`src/rtl/ocp_ram_arb2_pkg.sv`:
```
// rtl/ocp_ram_arb2_pkg.sv - OCP constants, bus widths and owner-tag type for the RAM arbiter
package ocp_ram_arb2_pkg;

  localparam int ADDR_WIDTH = 16;
  localparam int DATA_WIDTH = 32;
  localparam int BEN_WIDTH  = DATA_WIDTH / 8;

  localparam logic [2:0] OCP_CMD_IDLE = 3'd0;
  localparam logic [2:0] OCP_CMD_WR   = 3'd1;
  localparam logic [2:0] OCP_CMD_RD   = 3'd2;

  localparam logic [1:0] OCP_RESP_NULL = 2'd0;
  localparam logic [1:0] OCP_RESP_DVA  = 2'd1;
  localparam logic [1:0] OCP_RESP_ERR  = 2'd3;

  // One in-flight command tag: whether a response is owed, and to which master.
  typedef struct packed {
    logic vld;
    logic id;
  } owner_t;

  function automatic logic ocp_is_req(input logic [2:0] cmd);
    return cmd != OCP_CMD_IDLE;
  endfunction

endpackage

```
`src/rtl/ocp_owner_pipe.sv`:
```
// rtl/ocp_owner_pipe.sv - DEPTH-stage {vld,id} shift register tracking response ownership
module ocp_owner_pipe
  import ocp_ram_arb2_pkg::*;
#(
  parameter int DEPTH = 1
) (
  input  logic clk,
  input  logic nrst,
  input  logic in_vld,
  input  logic in_id,
  output logic tail_vld,
  output logic tail_id
);

  owner_t stage [DEPTH];

  always_ff @(posedge clk) begin
    if (!nrst) begin
      for (int i = 0; i < DEPTH; i++) begin
        stage[i] <= '0;
      end
    end else begin
      stage[0] <= '{vld: in_vld, id: in_id};
      for (int i = 1; i < DEPTH; i++) begin
        stage[i] <= stage[i-1];
      end
    end
  end

  assign tail_vld = stage[DEPTH-1].vld;
  assign tail_id  = stage[DEPTH-1].id;

endmodule

```
`src/rtl/ocp_ram_arb2.sv`:
```
// rtl/ocp_ram_arb2.sv - two-master round-robin OCP arbiter in front of the on-chip RAM gasket
module ocp_ram_arb2
  import ocp_ram_arb2_pkg::*;
#(
  parameter int RESP_LAT = 1
) (
  input  logic                  clk,
  input  logic                  nrst,
  input  logic [ADDR_WIDTH-1:0] i_M0Addr,
  input  logic [2:0]            i_M0Cmd,
  input  logic [DATA_WIDTH-1:0] i_M0Data,
  input  logic [BEN_WIDTH-1:0]  i_M0ByteEn,
  output logic                  o_M0CmdAcc,
  output logic [DATA_WIDTH-1:0] o_M0SData,
  output logic [1:0]            o_M0SResp,
  input  logic [ADDR_WIDTH-1:0] i_M1Addr,
  input  logic [2:0]            i_M1Cmd,
  input  logic [DATA_WIDTH-1:0] i_M1Data,
  input  logic [BEN_WIDTH-1:0]  i_M1ByteEn,
  output logic                  o_M1CmdAcc,
  output logic [DATA_WIDTH-1:0] o_M1SData,
  output logic [1:0]            o_M1SResp,
  output logic [ADDR_WIDTH-1:0] o_MAddr,
  output logic [2:0]            o_MCmd,
  output logic [DATA_WIDTH-1:0] o_MData,
  output logic [BEN_WIDTH-1:0]  o_MByteEn,
  input  logic                  i_SCmdAccept,
  input  logic [DATA_WIDTH-1:0] i_SData,
  input  logic [1:0]            i_SResp
);

  localparam int PIPE_DEPTH = (RESP_LAT < 1) ? 1 : RESP_LAT;

  logic prio;
  logic req0;
  logic req1;
  logic any_req;
  logic gnt_id;
  logic accept;
  logic tail_vld;
  logic tail_id;

  // Grant is purely combinational; reset masks it so nothing reaches the slave.
  always_comb begin
    req0    = ocp_is_req(i_M0Cmd);
    req1    = ocp_is_req(i_M1Cmd);
    any_req = nrst && (req0 || req1);
    gnt_id  = (req0 && req1) ? prio : req1;
    accept  = any_req && i_SCmdAccept;
  end

  always_comb begin
    o_MAddr   = '0;
    o_MCmd    = OCP_CMD_IDLE;
    o_MData   = '0;
    o_MByteEn = '0;
    if (any_req) begin
      if (gnt_id) begin
        o_MAddr   = i_M1Addr;
        o_MCmd    = i_M1Cmd;
        o_MData   = i_M1Data;
        o_MByteEn = i_M1ByteEn;
      end else begin
        o_MAddr   = i_M0Addr;
        o_MCmd    = i_M0Cmd;
        o_MData   = i_M0Data;
        o_MByteEn = i_M0ByteEn;
      end
    end
  end

  assign o_M0CmdAcc = accept && !gnt_id;
  assign o_M1CmdAcc = accept && gnt_id;

  // Priority flips away from whoever was just served; a stalled slave leaves it alone.
  always_ff @(posedge clk) begin
    if (!nrst) begin
      prio <= 1'b0;
    end else if (accept) begin
      prio <= ~gnt_id;
    end
  end

  ocp_owner_pipe #(
    .DEPTH (PIPE_DEPTH)
  ) u_owner_pipe (
    .clk      (clk),
    .nrst     (nrst),
    .in_vld   (accept),
    .in_id    (gnt_id),
    .tail_vld (tail_vld),
    .tail_id  (tail_id)
  );

  // Responses with no tracked owner are dropped rather than guessed at.
  always_comb begin
    o_M0SResp = OCP_RESP_NULL;
    o_M1SResp = OCP_RESP_NULL;
    if (nrst && tail_vld) begin
      if (tail_id) begin
        o_M1SResp = i_SResp;
      end else begin
        o_M0SResp = i_SResp;
      end
    end
  end

  assign o_M0SData = i_SData;
  assign o_M1SData = i_SData;

endmodule

```
`config.mk`:
```
export PLATFORM = sky130hd
export DESIGN_NAME = ocp_ram_arb2
export DESIGN_NICKNAME = d
export VERILOG_FILES = /design/src/rtl/ocp_ram_arb2_pkg.sv /design/src/rtl/ocp_owner_pipe.sv /design/src/rtl/ocp_ram_arb2.sv
export SDC_FILE = /design/constraint.sdc
export NUM_CORES = 1
export LEC_CHECK = 0
export ABC_AREA = 1
export BUFFER_PORTS_ARGS = -buffer_cell sky130_fd_sc_hd__clkbuf_2
export CORE_AREA = 2 2 105 107
export CTS_BUF_LIST = sky130_fd_sc_hd__clkbuf_4 sky130_fd_sc_hd__clkbuf_8 sky130_fd_sc_hd__clkbuf_16
export CTS_CLUSTER_SIZE = 20
export DETAILED_ROUTE_END_ITERATION = 8
export DIE_AREA = 0 0 107 109
export HOLD_SLACK_MARGIN = 0.06
export SLEW_MARGIN = 5
export SYNTH_ARGS = -nofsm -noshare
export SYNTH_HDL_FRONTEND = slang
export SYNTH_SLANG_ARGS = --single-unit
```
`constraint.sdc`:
```
create_clock -name clk -period 3.2 [get_ports clk]
set_input_delay 0.48 -clock clk [delete_from_list [all_inputs] [get_ports clk]]
set_output_delay 0.48 -clock clk [all_outputs]
set_load 0.005 [all_outputs]
```
==> impl_results.md <==
* Hold-fix buffers, CTS at 0
* H-tree lvl count at 1
* Distinct cells, synth at 24
* IO Pins at 272
* Final Wtd Congestion at 0.690
* Hold Crit Class: in2reg
* P_leak at 1.20 nW
* Most used flip-flop cell after synthesis: dfxtp_1
* # nets final at 528
* Via count of the first global-routing pass at 1673
* Worst Setup Path Type: in2out
* First-pass GRT wire length at between 7000 and 8000 um
* Clk_skew at 0.00141 ns
* CTS root buf: clkbuf_8
* Starting Density at 15.1%
* Syn. warnings at 0
* Synth async-reset ratio at 0%
* Post-Layout Cell Count at between 500 and 600
* Total number of vias at 1899
* Largest area contributor in the netlist: buf_4
* Setup WS pre-CTS at 0.754 ns
* Core Region at 0.0106 mm^2
* Post-Syn Nets at between 400 and 500
* Setup TNS at 0 ns
* RSZ-0062 raised after global routing: no
* GRT Util Overall at 8.24%
* Final setup fails at 0
* Die Height at 109 um
* Fmax at 419 MHz
* Mean number of vias per cell at ~3.7
* Number of synthesized flops with an enable pin at 0
* Dpl cells at 516
* Antenna Cells at 0
* CTS sink cnt at 3
* Post-cts resize count at 0
* Share of cells above drive strength 1 at 52.6%
* Die Width at 107 um
* Final Util at just under 20%
* Routed WL at 5290 um
* Rel. slew slack at 54.0%
* Largest net degree at the start of global routing at 56
* Starting DRT DRC Count at 49
* WL per Instance at 10.2 um
* FILL cells at between 1000 and 1500
* Post-synthesis register bit count at 3
* Measured slew at the worst slew-check pin at 0.690 ns
* Synth cell count leaders: 110 x nor2_1, 69 x buf_4, 31 x o21ai_0, 13 x o21ai_1, 10 x o21ai_2
* Status: complete, no violations
* CP required at 2.72 ns
* Fin crit share at 74.5%
* Final Hold Fails at 0
* Mapped Area at 0.00160 mm^2
* Post-Syn Area per Cell at 5.73 um^2
* Top post-synthesis cells by area: buf_4 32%, nor2_1 26%, o21ai_0 9.7%
* Die area at ~0.012 mm^2
* Most frequent cell after synthesis: nor2_1
* Clk pin slew, worst setup/hold paths at 0.03 ns
* DP HPWL at 4220 um
* Insertion delay of the later-clocked pin in the worst-skew pair at 0.21 ns
* TritonCTS buffer count at 3
* Share of the yosys chip area belonging to registers at 3.74%
* Crit Path Max Fanout at 38
* Area Overhead vs Synth at 29.8%
* Critical Path Source Type: primary input
* Number of post-CTS setup repair buffers at 0
* Placement Cell Area at 0.00203 mm^2
* Hold depth at 3
* Final instance area at 0.00208 mm^2
* Critical path arrival at 1.90 ns
* Post-synth top area share at 32.3%
* Grt total ovfl at 0
* Register-to-Register Path Depth at 6
* Synthesized instance count at 280
* Min Tclk post-route at 2.38 ns
* Max-cap violations at 0
* Final ANT Viol Nets at 0
* Peak supply drop at between 0.15 and 0.2 mV
* CTS tree: done
* Critical path capture point type: primary output
* Initial antenna violation count at 0
* Fin. max-slew vios at 0
* Rows at 38
* Port bufs at 175
* # DRC at 0
* Power per standard cell area at ~220 mW/mm^2
* CTS Buffer Depth at 2
* Pre-antenna DRT Iters at 4
* Worst setup margin at 0.816 ns
[worst max-delay path, cell delays in order]
cell and delay (ns):
clkbuf_2 0.08, nor2_1 0.12, nand2_2 0.11, nand2_4 0.32, buf_4 0.38, o21ai_0 0.12
nor2_1 0.13, clkbuf_2 0.13
[placed cells by master, fill, tap and decap left out, types with 3 or more instances in the layout]
cell type / instances
dfxtp_1: 3
inv_2: 3
nand2_1: 7
o21ai_0: 31
o21ai_2: 10
clkbuf_2: 175
nor3_1: 4
o21ai_1: 13
clkbuf_8: 3
inv_1: 8
nor2_1: 110
[per-layer routing]
metal | track usage (%) | vias up | share of wire, %
met3 | 1.20 | 18 | 7.4
met1 | 9.41 | 777 | 40
met2 | 15.1 | 89 | 50
met5 | 0 | - | 0
met4 | 3.99 | 0 | 2.8
li1 | - | 1015 | -
[power by group]
part	switching (mW)	internal (mW)
combinational	0.155	0.135
sequential	0.00107	0.0401
clock	0.0259	0.0935
total	0.182	0.269
[metrics by stage]
step / hold WS, ns / power [mW]
CTS: 0.512 / 0.462
global route: 0.544 / 0.499
finish: 0.520 / 0.451
global placement: 0.583 / 0.338
detailed placement: 0.591 / 0.338
floorplan: 0.542 / 0.272
[worst paths after layout]
| path | end | start | slack (ns) |
|---|---|---|---|
| min | prio$_SDFFE_PN0P_ | nrst | 0.52 |
| min reg2reg | prio$_SDFFE_PN0P_ | prio$_SDFFE_PN0P_ | 0.59 |
| max | o_MAddr[15] | i_M1Cmd[2] | 0.82 |
| max reg2reg | prio$_SDFFE_PN0P_ | prio$_SDFFE_PN0P_ | 1.75 |
[layout make-up]
class	instances	area, um^2	area share (%)
well taps	140	175	8.41
flip-flops and latches	3	60.1	2.88
multi-input cells	185	867	41.6
inverters	12	47.5	2.28
repair buffers	176	883	42.4
clock buffers	4	48.8	2.34
[kinds of logic after synthesis]
| logic type | Yosys count | synth area share, % |
|---|---|---|
| AOI/OAI and AO/OA | 57 | 20.3 |
| DFF | 3 | 3.74 |
| and+or+nand+nor | 128 | 33.8 |
| buffers and inverters | 92 | 42.2 |
[flip-flops by register name (all words and copies together) (netlist names)]
register            count
prio                    1
u_owner_pipe.stage      2
(Power assumes the default switching activity.)
